===== src/rtl/alu_pkg.sv =====
// rtl/alu_pkg.sv - shared ALU widths, function codes and sequencer state type
package alu_pkg;

  localparam int ALU_WIDTH      = 8;
  localparam int ALU_FUNC_WIDTH = 5;

  typedef logic [ALU_FUNC_WIDTH-1:0] alu_func_t;

  // Function codes seen by both the sequencer and the ALU; 0 and 23..31 are illegal.
  localparam alu_func_t F_INC   = 5'd1;
  localparam alu_func_t F_ADD   = 5'd2;
  localparam alu_func_t F_SUB   = 5'd3;
  localparam alu_func_t F_MUL   = 5'd4;
  localparam alu_func_t F_DIV   = 5'd5;
  localparam alu_func_t F_MOD   = 5'd6;
  localparam alu_func_t F_ADC   = 5'd7;
  localparam alu_func_t F_SBC   = 5'd8;
  localparam alu_func_t F_AND   = 5'd9;
  localparam alu_func_t F_OR    = 5'd10;
  localparam alu_func_t F_XOR   = 5'd11;
  localparam alu_func_t F_NOT   = 5'd12;
  localparam alu_func_t F_SHL   = 5'd13;
  localparam alu_func_t F_SHR   = 5'd14;
  localparam alu_func_t F_ASR   = 5'd15;
  localparam alu_func_t F_ROL   = 5'd16;
  localparam alu_func_t F_ROR   = 5'd17;
  localparam alu_func_t F_DEC   = 5'd18;
  localparam alu_func_t F_NEG   = 5'd19;
  localparam alu_func_t F_PASSA = 5'd20;
  localparam alu_func_t F_PASSB = 5'd21;
  localparam alu_func_t F_CMP   = 5'd22;

  localparam alu_func_t F_FIRST = F_INC;
  localparam alu_func_t F_LAST  = F_CMP;

  typedef enum logic [1:0] {
    IDLE = 2'd0,
    EXEC = 2'd1,
    DONE = 2'd2
  } seq_state_t;

endpackage


===== src/rtl/alu_seq_if.sv =====
// rtl/alu_seq_if.sv - request, ALU-facing and result signals of the alu_seq stage
interface alu_seq_if
  import alu_pkg::*;
#(
  parameter int WIDTH      = ALU_WIDTH,
  parameter int FUNC_WIDTH = ALU_FUNC_WIDTH
) ();

  logic                  in_valid;
  logic                  in_ready;
  logic [WIDTH-1:0]      in_a;
  logic [WIDTH-1:0]      in_b;
  logic                  in_ci;
  logic [FUNC_WIDTH-1:0] in_f;

  logic [WIDTH-1:0]      alu_a;
  logic [WIDTH-1:0]      alu_b;
  logic                  alu_ci;
  logic [FUNC_WIDTH-1:0] alu_f;
  logic [WIDTH-1:0]      alu_s;
  logic                  alu_co;

  logic                  out_valid;
  logic                  out_ready;
  logic [WIDTH-1:0]      out_s;
  logic                  out_co;
  logic                  out_z;
  logic                  out_n;
  logic                  out_err;

  // Parent side: issues requests, hosts the ALU, consumes results.
  modport master (
    output in_valid, in_a, in_b, in_ci, in_f, alu_s, alu_co, out_ready,
    input  in_ready, alu_a, alu_b, alu_ci, alu_f,
    input  out_valid, out_s, out_co, out_z, out_n, out_err
  );

  // Sequencer side.
  modport slave (
    input  in_valid, in_a, in_b, in_ci, in_f, alu_s, alu_co, out_ready,
    output in_ready, alu_a, alu_b, alu_ci, alu_f,
    output out_valid, out_s, out_co, out_z, out_n, out_err
  );

endinterface


===== src/rtl/alu_op_classify.sv =====
// rtl/alu_op_classify.sv - decodes legality, settle class and divide-by-zero (ALU_SEQ_DIVZERO_EN) of a request
module alu_op_classify
  import alu_pkg::*;
#(
  parameter int FUNC_WIDTH = ALU_FUNC_WIDTH
`ifdef ALU_SEQ_DIVZERO_EN
  ,
  parameter int WIDTH      = ALU_WIDTH
`endif
) (
  input  logic [FUNC_WIDTH-1:0] i_f,
`ifdef ALU_SEQ_DIVZERO_EN
  input  logic [WIDTH-1:0]      i_b,
`endif
  output logic                  o_legal,
  output logic                  o_long,
  output logic                  o_divzero
);

  logic w_is_div;

  assign w_is_div = (i_f == FUNC_WIDTH'(F_DIV)) || (i_f == FUNC_WIDTH'(F_MOD));
  assign o_legal  = (i_f >= FUNC_WIDTH'(F_FIRST)) && (i_f <= FUNC_WIDTH'(F_LAST));
  assign o_long   = (i_f == FUNC_WIDTH'(F_MUL)) || w_is_div;

`ifdef ALU_SEQ_DIVZERO_EN
  // Divide and modulo by zero are trapped before they reach the ALU.
  assign o_divzero = w_is_div && (i_b == '0);
`else
  // Without the trap every legal divide goes to the ALU unchanged.
  assign o_divzero = 1'b0;
`endif

endmodule


===== src/rtl/alu_seq.sv =====
// rtl/alu_seq.sv - stages operands onto the ALU, waits its settle time, holds the result (ALU_SEQ_DIVZERO_EN traps div/mod by 0)
module alu_seq
  import alu_pkg::*;
#(
  parameter int WIDTH       = ALU_WIDTH,
  parameter int FUNC_WIDTH  = ALU_FUNC_WIDTH,
  parameter int BASE_CYCLES = 1,
  parameter int LONG_CYCLES = 4
) (
  input logic      clk,
  input logic      rst,
  alu_seq_if.slave bus
);

  localparam int MAX_CYCLES = (BASE_CYCLES > LONG_CYCLES) ? BASE_CYCLES : LONG_CYCLES;
  localparam int CNT_W      = $clog2(MAX_CYCLES + 1);
  localparam logic [CNT_W-1:0] CNT_BASE = CNT_W'(BASE_CYCLES - 1);
  localparam logic [CNT_W-1:0] CNT_LONG = CNT_W'(LONG_CYCLES - 1);

  seq_state_t            r_state;
  seq_state_t            w_next;
  logic [WIDTH-1:0]      r_a;
  logic [WIDTH-1:0]      r_b;
  logic                  r_ci;
  logic [FUNC_WIDTH-1:0] r_f;
  logic [CNT_W-1:0]      r_cnt;
  logic [WIDTH-1:0]      r_s;
  logic                  r_co;
  logic                  r_err;

  logic w_legal;
  logic w_long;
  logic w_divzero;
  logic w_accept;
  logic w_reject;
  logic w_capture;

  alu_op_classify #(
    .FUNC_WIDTH (FUNC_WIDTH)
`ifdef ALU_SEQ_DIVZERO_EN
    ,
    .WIDTH      (WIDTH)
`endif
  ) u_classify (
    .i_f       (bus.in_f),
`ifdef ALU_SEQ_DIVZERO_EN
    .i_b       (bus.in_b),
`endif
    .o_legal   (w_legal),
    .o_long    (w_long),
    .o_divzero (w_divzero)
  );

  // state register; reset abandons any operation in flight
  always_ff @(posedge clk or posedge rst) begin
    if (rst) begin
      r_state <= IDLE;
    end else begin
      r_state <= w_next;
    end
  end

  // next state plus the one-cycle accept/reject/capture strobes
  always_comb begin
    w_next    = r_state;
    w_accept  = 1'b0;
    w_reject  = 1'b0;
    w_capture = 1'b0;
    case (r_state)
      IDLE: begin
        if (bus.in_valid) begin
          if (w_legal && !w_divzero) begin
            w_accept = 1'b1;
            w_next   = EXEC;
          end else begin
            w_reject = 1'b1;
            w_next   = DONE;
          end
        end
      end
      EXEC: begin
        if (r_cnt == '0) begin
          w_capture = 1'b1;
          w_next    = DONE;
        end
      end
      DONE: begin
        if (bus.out_ready) begin
          w_next = IDLE;
        end
      end
      default: w_next = IDLE;
    endcase
  end

  // operand staging, settle countdown and result/flag capture
  always_ff @(posedge clk or posedge rst) begin
    if (rst) begin
      r_a   <= '0;
      r_b   <= '0;
      r_ci  <= 1'b0;
      r_f   <= '0;
      r_cnt <= '0;
      r_s   <= '0;
      r_co  <= 1'b0;
      r_err <= 1'b0;
    end else begin
      if (w_accept) begin
        r_a   <= bus.in_a;
        r_b   <= bus.in_b;
        r_ci  <= bus.in_ci;
        r_f   <= bus.in_f;
        r_cnt <= w_long ? CNT_LONG : CNT_BASE;
      end else if ((r_state == EXEC) && (r_cnt != '0)) begin
        r_cnt <= r_cnt - CNT_W'(1);
      end
      // The ALU function returns to 0 as soon as the result is taken.
      if (w_capture) begin
        r_s   <= bus.alu_s;
        r_co  <= bus.alu_co;
        r_err <= 1'b0;
        r_f   <= '0;
      end
      // Rejected requests never touch the ALU-side registers.
      if (w_reject) begin
        r_s   <= w_divzero ? '1 : '0;
        r_co  <= 1'b0;
        r_err <= 1'b1;
      end
    end
  end

  assign bus.in_ready  = (r_state == IDLE) && !rst;
  assign bus.out_valid = (r_state == DONE);
  assign bus.alu_a     = r_a;
  assign bus.alu_b     = r_b;
  assign bus.alu_ci    = r_ci;
  assign bus.alu_f     = r_f;
  assign bus.out_s     = r_s;
  assign bus.out_co    = r_co;
  assign bus.out_err   = r_err;
  assign bus.out_z     = (r_s == '0);
  assign bus.out_n     = r_s[WIDTH-1];

endmodule


===== src/flat_wrapper.sv =====
// flat-port wrapper written by rule: the top's interface ports become plain ports
module alu_seq_flat import alu_pkg::*;
#(
  parameter int WIDTH       = ALU_WIDTH,
  parameter int FUNC_WIDTH  = ALU_FUNC_WIDTH,
  parameter int BASE_CYCLES = 1,
  parameter int LONG_CYCLES = 4
)
  (clk, rst, bus_in_valid, bus_in_a, bus_in_b, bus_in_ci, bus_in_f, bus_alu_s, bus_alu_co, bus_out_ready, bus_in_ready, bus_alu_a, bus_alu_b, bus_alu_ci, bus_alu_f, bus_out_valid, bus_out_s, bus_out_co, bus_out_z, bus_out_n, bus_out_err);
  alu_seq_if #(.WIDTH(WIDTH), .FUNC_WIDTH(FUNC_WIDTH)) bus_i ();
  input logic clk;
  input logic rst;
  input wire logic [$bits(bus_i.in_valid)-1:0] bus_in_valid;
  input wire logic [$bits(bus_i.in_a)-1:0] bus_in_a;
  input wire logic [$bits(bus_i.in_b)-1:0] bus_in_b;
  input wire logic [$bits(bus_i.in_ci)-1:0] bus_in_ci;
  input wire logic [$bits(bus_i.in_f)-1:0] bus_in_f;
  input wire logic [$bits(bus_i.alu_s)-1:0] bus_alu_s;
  input wire logic [$bits(bus_i.alu_co)-1:0] bus_alu_co;
  input wire logic [$bits(bus_i.out_ready)-1:0] bus_out_ready;
  output wire logic [$bits(bus_i.in_ready)-1:0] bus_in_ready;
  output wire logic [$bits(bus_i.alu_a)-1:0] bus_alu_a;
  output wire logic [$bits(bus_i.alu_b)-1:0] bus_alu_b;
  output wire logic [$bits(bus_i.alu_ci)-1:0] bus_alu_ci;
  output wire logic [$bits(bus_i.alu_f)-1:0] bus_alu_f;
  output wire logic [$bits(bus_i.out_valid)-1:0] bus_out_valid;
  output wire logic [$bits(bus_i.out_s)-1:0] bus_out_s;
  output wire logic [$bits(bus_i.out_co)-1:0] bus_out_co;
  output wire logic [$bits(bus_i.out_z)-1:0] bus_out_z;
  output wire logic [$bits(bus_i.out_n)-1:0] bus_out_n;
  output wire logic [$bits(bus_i.out_err)-1:0] bus_out_err;
  assign bus_i.in_valid = bus_in_valid;
  assign bus_i.in_a = bus_in_a;
  assign bus_i.in_b = bus_in_b;
  assign bus_i.in_ci = bus_in_ci;
  assign bus_i.in_f = bus_in_f;
  assign bus_i.alu_s = bus_alu_s;
  assign bus_i.alu_co = bus_alu_co;
  assign bus_i.out_ready = bus_out_ready;
  assign bus_in_ready = bus_i.in_ready;
  assign bus_alu_a = bus_i.alu_a;
  assign bus_alu_b = bus_i.alu_b;
  assign bus_alu_ci = bus_i.alu_ci;
  assign bus_alu_f = bus_i.alu_f;
  assign bus_out_valid = bus_i.out_valid;
  assign bus_out_s = bus_i.out_s;
  assign bus_out_co = bus_i.out_co;
  assign bus_out_z = bus_i.out_z;
  assign bus_out_n = bus_i.out_n;
  assign bus_out_err = bus_i.out_err;
  alu_seq #(.WIDTH(WIDTH), .FUNC_WIDTH(FUNC_WIDTH), .BASE_CYCLES(BASE_CYCLES), .LONG_CYCLES(LONG_CYCLES)) u_core (.clk(clk), .rst(rst), .bus(bus_i));
endmodule

===== config.mk =====
export PLATFORM = sky130hd
export DESIGN_NAME = alu_seq_flat
export DESIGN_NICKNAME = d
export VERILOG_FILES = /design/src/rtl/alu_pkg.sv /design/src/rtl/alu_seq_if.sv /design/src/rtl/alu_op_classify.sv /design/src/rtl/alu_seq.sv /design/src/flat_wrapper.sv
export SDC_FILE = /design/constraint.sdc
export NUM_CORES = 1
export LEC_CHECK = 0
export CORE_AREA = 2 2 84 86
export DETAILED_ROUTE_END_ITERATION = 16
export DIE_AREA = 0 0 86 88
export MAX_ROUTING_LAYER = met4
export PLACE_DENSITY_LB_ADDON = 0.3
export RECOVER_POWER = 50
export SLEW_MARGIN = 0
export SYNTH_ARGS = -nofsm -noshare
export SYNTH_HDL_FRONTEND = slang
export SYNTH_SLANG_ARGS = --single-unit

===== constraint.sdc =====
create_clock -name clk -period 2.2 [get_ports clk]
set_clock_uncertainty 0.15 [all_clocks]
set_input_delay 0.22 -clock clk [delete_from_list [all_inputs] [get_ports clk]]
set_output_delay 0.22 -clock clk [all_outputs]
set_load 0.03 [all_outputs]

==> out/qor.csv, run 1 <==
stage,metric,value,unit
die,Die X,86,um
logic_synthesis,Compound-Gate Fraction of Synth Area,8.85,%
critical_path,startpoint types,flop,
critical_path,Crit. End Element,output port,
placement,gpl congestion,0.727,
routing,residual DRC count,0,
sta,Worst slew margin,43.3,%
logic_synthesis,Synth Warn #,0,
clock_network,CTS root buf,clkbuf_8,
placement,placed cells,291,
pwr,PnR Total Power,3790,uW
sta,final hold vios,0,
pwr,Switching Share,42.2,%
routing,via count,1278,
die,die area,7570,um2
die,Die Ht,88,um
global_route,first-pass GRT wire length,6040,um
sta,RSZ-0062 raised after global routing,false,
global_route,gr usage total,10.5,%
sta,Final period util,94.0,%
logic_synthesis,Synth top area share,57.0,%
sta,post-layout minimum cycle time,2.07,ns
pwr,maximum VDD drop,0.000567,V
critical_path,required time worst endpoint,1.83,ns
logic_synthesis,post-synthesis simple-gate area fraction,13.9,%
clock_network,worst-skew pair later-pin latency,0.28,ns
placement,DP Area,2450,um2
clock_network,CTS tree,built,
pwr,Logic pwr share,55.8,%
pwr,Seq pwr share,32.0,%
layout,fin util,37.9,%
sta,Achievable Freq,484,MHz
job,Max Cap Viol,0,
sta,Slew @ Worst Pin,0.851,ns
layout,Antenna Diode Count,0,
critical_path,Crit Reg-Reg Startpoint,u_core.r_state[0],
clock_network,CTS Hold Bufs,0,
min_path,Hold Crit Class,input port to async pin,
layout,fin cells,299,
logic_synthesis,syn_area_per_cell,11.6,um2
logic_synthesis,post-synthesis mux area share,14.1,%
placement,Port Buf Inserts,70,
outcome,status,finished clean,
global_route,vias in the first global route,1325,
die,Placeable Area,6640,um2
layout,Multi-input gate area,641,um2
layout,final instance area,2520,um2
layout,area delta synth->final,55.1,%
layout,FILL cells,671,
logic_synthesis,cell taking the most area after synthesis,dfrtp_1,
pwr,leakage power,0.00109,uW
routing,WL/cell,12.3,um
pwr,Clock Power Share,12.2,%
placement,dpl hpwl,2770,um
routing,DR pass1 iterations,3,
layout,layout cell share with drive strength beyond 1,14.6,%
pwr,Net Switching,1600,uW
clock_network,Clock transition at path regs,0.08,ns
clock_network,CTS Buf Count,5,
layout,Register Area,926,um2
clock_network,Sinks on Clock Net,37,
clock_network,Setup Buffers After CTS,0,
pwr,Pint,2190,uW
critical_path,Critical Path Start,u_core.bus.out_s[4],
logic_synthesis,Mapped Nets,177,
logic_synthesis,Adder-Cell Fraction of Synth Area,1.54,%
critical_path,Arrival @ worst endpoint,1.70,ns
logic_synthesis,Synth Instances,140,
routing,Initial DRC Count,26,
die,row count,30,
critical_path,classification of the worst setup path,flop to output port,
sta,# setup viols final,0,
sta,"Slew Viols, Final",0,
layout,nets,255,
die,Starting Density,24.5,%
clock_network,Bufs on Longest Clock Path,2,
critical_path,crit path max fanout,3,
logic_synthesis,synthesis-stage register bit count,37,
global_route,gr ovfl total,0,
logic_synthesis,Synth area leaders,"dfrtp_1 (57%), mux2_4 (9.2%), nand2_1 (6.9%)",
logic_synthesis,Post-Synth XOR/XNOR Area,1.08,%
pwr,PD cells,1500,nW/um2
routing,Routed WL,3680,um
logic_synthesis,main combinational cell family by area after synthesis,multiplexers,
global_route,initial antenna violation count,0,
logic_synthesis,sequential share of the synthesized area,57.0,%
die,Ports,71,
clock_network,H-tree depth,2,
global_route,largest net degree at the start of global routing,24,
logic_synthesis,Mapped Area,1630,um2
logic_synthesis,Synth cell types,29,
routing,vias per cell,4.27,
routing,post-route ant nets,0,
power by group through the flow:
| stage | combinational [uW] | sequential, uW | clock [uW] |
|---|---|---|---|
| 2_1_floorplan | 787 | 1770 | 0 |
| 3_3_place_gp | 2180 | 1230 | 0 |
| 3_5_place_dp | 2210 | 1230 | 0 |
| 4_1_cts | 2200 | 1230 | 497 |
| 5_1_grt | 2270 | 1270 | 526 |
| 6_report | 2110 | 1210 | 463 |
flip-flops by register name, summed over array words and instances (netlist names):
name / flops
u_core.bus.alu_a: 8
u_core.bus.alu_b: 8
u_core.bus.alu_ci: 1
u_core.bus.alu_f: 5
u_core.bus.out_co: 1
u_core.bus.out_err: 1
u_core.bus.out_s: 8
u_core.r_cnt: 3
u_core.r_state: 2
placed cells by master, fill, tap and decap left out, drive strengths merged, types with 2 or more instances in the layout:
| cell | instances |
|---|---|
| clkdlybuf4s50 | 51 |
| dfrtp | 37 |
| nand2 | 30 |
| dlygate4sd3 | 18 |
| mux2 | 17 |
| a21oi | 9 |
| o21ai | 8 |
| clkbuf | 8 |
| nor2 | 6 |
| buf | 4 |
| nor2b | 3 |
| inv | 3 |
| clkinv | 3 |
| nor3 | 2 |
| nand2b | 2 |
| nand3 | 2 |
| or4 | 2 |
| ha | 2 |
critical path, stage by stage (launching register included):
cell           delay, ns
dfrtp_1             0.40
or4_1               0.52
nor2_1              0.10
dlygate4sd2_1       0.40
area by class of cell:
| type | instances | area share (%) |
|---|---|---|
| Multi-Input combinational cell | 93 | 25.4 |
| Sequential cell | 37 | 36.7 |
| Inverter | 4 | 0.596 |
| Clock buffer | 5 | 2.73 |
| Tap cell | 80 | 3.97 |
| Timing Repair Buffer | 77 | 29.9 |
| Clock inverter | 3 | 0.695 |
cell families after synthesis:
family	count (synthesis)
multiplexers	17
AND/OR/NAND/NOR	50
XOR/XNOR	2
AO/OA/AOI/OAI	22
adder cells (fa/ha/maj)	2
flip-flops	37
buffers and inverters	10
layer usage:
| layer | routed length, um | global-route usage (%) | vias to the layer above |
|---|---|---|---|
| li1 | - | - | 625 |
| met1 | 1650 | 12.3 | 609 |
| met2 | 1770 | 17.3 | 38 |
| met3 | 216 | 3.30 | 6 |
| met4 | 51 | 3.46 | 0 |
| met5 | 0 | - | - |
Yosys cell counts, drive strengths merged:
cell and count:
a31o 1, xor2 1, dfrtp 37, nand4 1
inv 4, nand3 2, nor2 6, or3b 1
or2 1, mux2 17, nor2b 3, nor3 2
xnor2 1, a21o 1, or4 2, a22oi 1
ha 2, buf 5, a221oi 1, nand2 30
nand2b 2, clkbuf 1, o21ai 8, a21oi 9
a211o 1
metrics by stage:
stage	TNS, ns	hold WS (ns)	setup slack, ns
after floorplan	0	0.187	0.332
after global placement	0	0.311	0.0302
after detailed placement	-0.00135	0.320	-0.00135
after CTS	0	0.0330	0.0953
after global routing	0	0.165	0.0578
final	0	0.161	0.132
timing repair:
| item | CTS | global route |
|---|---|---|
| hold endpoints to repair | 0 | 0 |
| gates resized for setup | 1 | 0 |
| setup endpoints to repair | 1 | 0 |
path summary, 6_finish.rpt:
check / slack [ns] / cells past startpoint / end
hold reg to reg: 0.32 / 1 / u_core.bus.out_err
hold / removal: 0.16 / 2 / u_core.r_cnt[2]
setup reg to reg: 0.24 / 5 / u_core.r_cnt[1]
min in group clk: 0.32 / 1 / u_core.bus.out_err
setup / recovery: 0.13 / 3 / bus_out_z
max in group asynchronous: 0.70 / 3 / u_core.bus.alu_b[4]
(Power assumes the default switching activity.)
==> run 2, diff against run 1 <==
Settings changed: CORE_AREA 2 2 84 86 to 2 2 89 91, DIE_AREA 0 0 86 88 to 0 0 91 93, SYNTH_HIERARCHICAL set to 1.
==> out/qor.csv, run 2 <==
stage,metric,value,unit,change
critical_path,Arrival @ worst endpoint,1.73,ns,was 1.70 ns
job,Max Cap Viol,0,,unchanged
logic_synthesis,cell taking the most area after synthesis,dfrtp_1,,unchanged
global_route,gr ovfl total,0,,unchanged
layout,layout cell share with drive strength beyond 1,13.9,%,was 14.6%
critical_path,Crit. End Element,output port,,unchanged
layout,"commonest non-fill, non-tap cells in the layout","clkdlybuf4s50_1 (51), dfrtp_1 (37), dlygate4sd3_1 (18)",,"was clkdlybuf4s50_1 (51), dfrtp_1 (37), nand2_1 (30)"
critical_path,Reg2Reg Setup Slack,0.30,ns,was 0.24 ns
logic_synthesis,Synth area leaders,"dfrtp_1 (51%), mux2_1 (10%), mux2i_1 (5.5%)",,"was dfrtp_1 (57%), mux2_4 (9.2%), nand2_1 (6.9%)"
routing,via count,1451,,"was 1,278"
sta,Slew @ Worst Pin,0.975,ns,was 0.851 ns
sta,"Slew Viols, Final",0,,unchanged
layout,Register Area,926,um2,unchanged
logic_synthesis,Synth Instances,158,,was 140
die,die area,8460,um2,was 7570 um2
global_route,initial antenna violation count,0,,unchanged
placement,dpl hpwl,3240,um,was 2770 um
logic_synthesis,Synth top area share,50.5,%,was 57.0%
sta,Worst slew margin,35.0,%,was 43.3%
sta,post-layout minimum cycle time,2.10,ns,was 2.07 ns
logic_synthesis,Post-synth EDFFs,0,,unchanged
pwr,PD cells,1350,nW/um2,was 1500 nW/um2
layout,nets,274,,was 255
logic_synthesis,asr flop ratio synth,100,%,unchanged
clock_network,Bufs on Longest Clock Path,2,,unchanged
die,Die Ht,93,um,was 88 um
layout,Antenna Diode Count,0,,unchanged
logic_synthesis,most common cell in the synthesized netlist,dfrtp_1,,unchanged
routing,residual DRC count,0,,unchanged
die,Starting Density,24.4,%,was 24.5%
logic_synthesis,sequential share of the synthesized area,50.5,%,was 57.0%
die,Ports,71,,unchanged
logic_synthesis,Mapped Area,1830,um2,was 1630 um2
routing,WL/cell,12.9,um,was 12.3 um
routing,vias per cell,4.28,,was 4.27
global_route,gr usage total,10.6,%,was 10.5%
routing,DR pass1 iterations,5,,was 3
critical_path,startpoint types,flop,,unchanged
global_route,vias in the first global route,1471,,"was 1,325"
layout,fin cells,339,,was 299
global_route,largest net degree at the start of global routing,38,,was 24
logic_synthesis,syn_area_per_cell,11.6,um2,about the same
clock_network,worst-skew pair later-pin latency,0.29,ns,was 0.28 ns
layout,most common library cell in the layout ignoring fill and taps,clkdlybuf4s50_1,,unchanged
layout,area delta synth->final,52.1,%,was 55.1%
logic_synthesis,Synth cell types,38,,was 29
logic_synthesis,Synth Warn #,6,,was 0
critical_path,classification of the worst setup path,flop to output port,,unchanged
pwr,maximum VDD drop,0.000492,V,was 0.000567 V
clock_network,Setup Buffers After CTS,0,,unchanged
clock_network,Clock transition at path regs,0.08,ns,about the same
routing,post-route ant nets,0,,unchanged
global_route,first-pass GRT wire length,7060,um,was 6040 um
sta,final hold vios,0,,unchanged
routing,Routed WL,4380,um,was 3680 um
critical_path,required time worst endpoint,1.83,ns,about the same
logic_synthesis,Mapped Nets,195,,was 177
die,Die X,91,um,was 86 um
sta,RSZ-0062 raised after global routing,false,,unchanged
placement,Port Buf Inserts,70,,unchanged
clock_network,CTS root buf,clkbuf_8,,unchanged
clock_network,H-tree depth,2,,unchanged
die,row count,32,,was 30
logic_synthesis,Synth top cells by count,"dfrtp_1 (37), mux2_1 (17), inv_1 (14)",,"was dfrtp_1 (37), nand2_1 (30), mux2_4 (10)"
sta,total negative slack,0,ns,unchanged
layout,FILL cells,760,,was 671
clock_network,CTS tree,built,,unchanged
sta,Final period util,95.6,%,was 94.0%
logic_synthesis,Post-synth top flop,dfrtp_1,,unchanged
min_path,Hold Crit Class,flop to flop,,was input port to async pin
pwr,leakage power,0.00121,uW,was 0.00109 uW
sta,Achievable Freq,476,MHz,was 484 MHz
logic_synthesis,synthesis-stage register bit count,37,,unchanged
routing,Initial DRC Count,85,,was 26
sta,# setup viols final,0,,unchanged
outcome,status,finished clean,,unchanged
die,Placeable Area,7530,um2,was 6640 um2
layout,Multi-input gate area,769,um2,was 641 um2
placement,gpl congestion,0.782,,was 0.727
clock_network,Sinks on Clock Net,37,,unchanged
clock_network,CTS Buf Count,5,,unchanged
placement,placed cells,332,,was 291
critical_path,crit path max fanout,11,,was 3
## run 2: cell types whose count changed in the layout (fill, tap and decap cells not counted), sizes merged, moves of 2 or more
| cell | previous run | this run |
|---|---|---|
| clkinv | 3 | 0 |
| nand2 | 30 | 7 |
| nand2b | 2 | 4 |
| a21oi | 9 | 12 |
| nand3 | 2 | 7 |
| inv | 3 | 14 |
| nor2 | 6 | 2 |
| buf | 4 | 12 |
| o21ai | 8 | 10 |
| mux2i | 0 | 10 |
## run 2: stage by stage
stage	total power (uW)	setup WS, ns	hold WS (ns)	cell area (um2)	utilization (%)
6_report	3770	0.0976	0.327	2790	37.1
5_1_grt	4000	0.00314	0.346	2790	37.1
4_1_cts	3880	0.0663	0.267	2790	37.1
3_5_place_dp	3370	-0.166	0.325	2700	35.9
3_3_place_gp	3350	-0.147	0.317	2700	35.9
2_1_floorplan	2510	0.468	0.205	1830	-
## run 2: metal layers
| layer | global-route usage (%) | routed length, um |
|---|---|---|
| met5 | - | 0 |
| met2 | 17.1 | 2040 |
| met3 | 3.14 | 282 |
| met1 | 13.1 | 2030 |
| met4 | 3.03 | 24 |
## run 2: final timing paths
path / startpoint / endpoint / depth (start not counted)
min reg2reg: u_core/bus.alu_a[0] / u_core/bus.alu_a[0] / 1
max reg2reg: u_core/r_state[0] / u_core/bus.alu_b[7] / 4
max: u_core/r_state[1] / bus_out_valid / 2
max in group asynchronous: rst / u_core/bus.alu_f[1] / 3
min in group asynchronous: rst / u_core/r_state[1] / 3
min: u_core/bus.alu_a[0] / u_core/bus.alu_a[0] / 1
## run 2: kinds of logic (layout without fill, tap and decap cells)
kind of cell               Yosys count  after routing  share of synthesized area [%]
other                                1              1                          0.205
AOI/OAI and AO/OA                   27             27                           10.3
buffers and inverters               25            104                           7.51
adders and majority gates            2              2                           1.36
and+or+nand+nor                     39             39                           14.2
DFF                                 37             37                           50.5
muxes                               27             27                           15.9
## run 2: critical path: stages, from the launching register on
cell and delay, ns:
dfrtp_1 0.54, nor2b_1 0.21, clkdlybuf4s50_1 0.69
## run 2: power by group
group / internal [uW] / switching [uW] / total, uW
clock: 248 / 246 / 494
sequential: 1010 / 204 / 1210
combinational: 890 / 1170 / 2060
## run 2: area by class of cell
class                      count  area share (%)
clock inverter                 1           0.269
tap                          102            4.58
inverter                      14            1.88
clock buffer                   6            2.96
sequential                    37            33.2
multi-input combinational     96            27.6
timing repair buffer          83            29.5
## run 2: what timing repair did
| item | CTS | global route |
|---|---|---|
| endpoints found under the setup margin | 0 | 1 |
| gates resized for setup | 0 | 1 |
| hold buffers | 0 | 0 |
==> variant (config.mk and constraints of run 1) <==
The option `ALU_SEQ_DIVZERO_EN` is turned on by a define.
--- a/src/rtl/alu_op_classify.sv
+++ b/src/rtl/alu_op_classify.sv
@@ -1,4 +1,6 @@
 // rtl/alu_op_classify.sv - decodes legality, settle class and divide-by-zero (ALU_SEQ_DIVZERO_EN) of a request
+`define ALU_SEQ_DIVZERO_EN
+
 module alu_op_classify
   import alu_pkg::*;
 #(
Behaviour: not the same (a bounded check fails within 4 cycles, from zero or initial values and one cycle with rst high).
==> variant against run 1 <==
Sequential cell count did not move; setup slack barely moved; non-clock buffer count rose by 7; die area did not move; via count rose by 16%; cell area rose by 15%; synthesized area rose by 18%; combinational power rose by 8%; sequential share of layout area fell by 4.9 points; power rose by 8.8%; hold slack improved by 0.20 ns; core utilization rose by 5.8 points; wire length rose by 19%; critical path type unchanged; critical endpoint unchanged; largest cell class unchanged.
==> variant: results (changes against run 1) <==
Final layout
  • Layout Nets: 278 (+9.0%)
  • Multi-input combinational cell area: 915.9 µm² (+43%)
  • Layout cell share with drive strength beyond 1: 0.2066 (+0.06049)
  • Fillers: 639 (-4.8%)
  • Finished Layout Cells: 322 (+7.7%)

Yosys
  • Netlist cell types: 33 (+14%)
  • Compound-Gate Fraction of Synth Area: 0.04808 (-0.04045)
  • Adder-Cell Fraction of Synth Area: 0.01300 (-0.002401)
  • Synth Area in XOR/XNOR: 0.01365 (+0.002868)
  • Share of flip-flops with an asynchronous set or reset: 1.000 (unchanged)
  • Syn_nets: 194 (+9.6%)
  • Post-synthesis mux area share: 0.2294 (+0.08849)
  • Syn Area/Cell: 12.26 µm² (+5.6%)
  • Main area contributors after synthesis: dfrtp_1, mux2_4, mux2i_1
  • Top post-synthesis cells by count: dfrtp_1, mux2_4, mux2i_1, nand3_1, nor2_1
  • Seq/Total Area, Yosys: 0.4808 (-0.08884)
  • Synth warn: 0 (unchanged)

Setup path
  • Worst r2r dst: u_core.bus.out_s[5]
  • CP arrival: 1.70 ns (about the same)
  • R2R cell count: 7 (+2)
  • R2R Setup Slk: 0.42 ns (+0.18 ns)
  • Crit-path slowest cell: or4_1
  • Top delay family on crit path: simple AND/OR/NAND/NOR gates
  • Worst r2r src: u_core.r_cnt[0]

Global route
  • Total track usage: 0.1308 (+0.02550)
  • Vias in the first global route: 1582 (+19%)
  • First-pass GRT wire length: 7.514 mm (+24%)
  • Largest net degree at the start of global routing: 38 (+58%)

Detailed routing
  • WL/cell: 13.67 µm (+11%)
  • Drt pass-1 iters: 4 (+1)
  • Via density: 4.606 (+7.8%)
  • Starting DRC count in detailed routing: 41 (+58%)

Clock network
  • H-tree lvl count: 2 (unchanged)
  • Clock root buffer: clkbuf_8
  • Number of buffers created by CTS: 5 (unchanged)
  • Clock latency on the worst-skew pair: 0.29 ns
  • Worst-path clk slew: 0.08 ns (about the same)
  • Post-CTS Setup Inserts: 0 (unchanged)
  • Clk buf depth: 2 (unchanged)
  • Post-CTS sizing: 1 (unchanged)

Hold path
  • Startpoint of the worst hold path: u_core.bus.alu_a[6]
  • Hold crit path type: reg -> reg

STA
  • Rel. slew slack: 0.3756 (-0.05701)
  • Hold Worst Slack: 0.3563 ns (+0.1951 ns)

Status
  • Status: completed

Power
  • Max IR drop VDD: 713.4 µV (+26%)
  • Pleak: 1.341 nW (+23%)

Placement
  • Pre-CTS WS: -0.02417 ns (-0.02282 ns)
  • Routability-driven placement congestion ratio: 0.7251 (-0.28%)
  • Post-placement cell count: 314 (+7.9%)
  • Dpl hpwl: 3.285 mm (+18%)
  • Buffers on Ports: 70 (unchanged)
  • Dpl cell area: 0.002791 mm² (+14%)
-- variant: cell types whose count changed after synthesis, sizes merged, moves of 4 or more --
cell | run 1 | this run
a21oi | 9 | 1
nor2b | 3 | 7
mux2 | 17 | 23
nand2 | 30 | 6
nand3 | 2 | 10
a22oi | 1 | 8
o21ai | 8 | 2
mux2i | 0 | 11
nor2 | 6 | 10
nand2b | 2 | 9
-- variant: worst max-delay path by stage --
stage / from / endpoint / slack, ns / cells past startpoint
after floorplan: bus_in_b[7] / u_core.bus.alu_a[1] / 0.37 / 5
after global placement: bus_in_b[2] / u_core.bus.alu_f[0] / -0.02 / 7
after detailed placement: bus_in_b[7] / u_core.bus.alu_ci / -0.02 / 7
after CTS: u_core.bus.out_s[4] / bus_out_z / 0.10 / 3
after global routing: u_core.bus.out_s[0] / bus_out_z / 0.08 / 3
final: u_core.bus.out_s[4] / bus_out_z / 0.13 / 3
-- variant: layer usage --
metal  track usage  routed length [µm]
met3       0.03487                 277
met1        0.1729                2010
met2        0.1966                2050
met4       0.03896                  63
met5             -                   0
-- variant: cell type report --
| type | instances | area share |
|---|---|---|
| Clock buffer | 6 | 0.02840 |
| Clock inverter | 2 | 0.01291 |
| Inverter | 5 | 0.006454 |
| Multi-Input combinational cell | 108 | 0.3150 |
| Sequential cell | 37 | 0.3184 |
| Tap cell | 80 | 0.03442 |
| Timing Repair Buffer | 84 | 0.2844 |
-- variant: power breakdown --
part	internal [mW]	switching (mW)
registers	1.01	0.203
logic	1.09	1.18
clock network	0.369	0.255
-- variant: worst register-to-register path: cells and delay by family, from the launching register on --
family                     cells  cell delay, ns
AOI/OAI and AO/OA              1            0.11
adders and majority gates      1            0.16
buffers and inverters          2            0.31
DFF                            1            0.39
muxes                          1            0.13
and+or+nand+nor                2            0.41
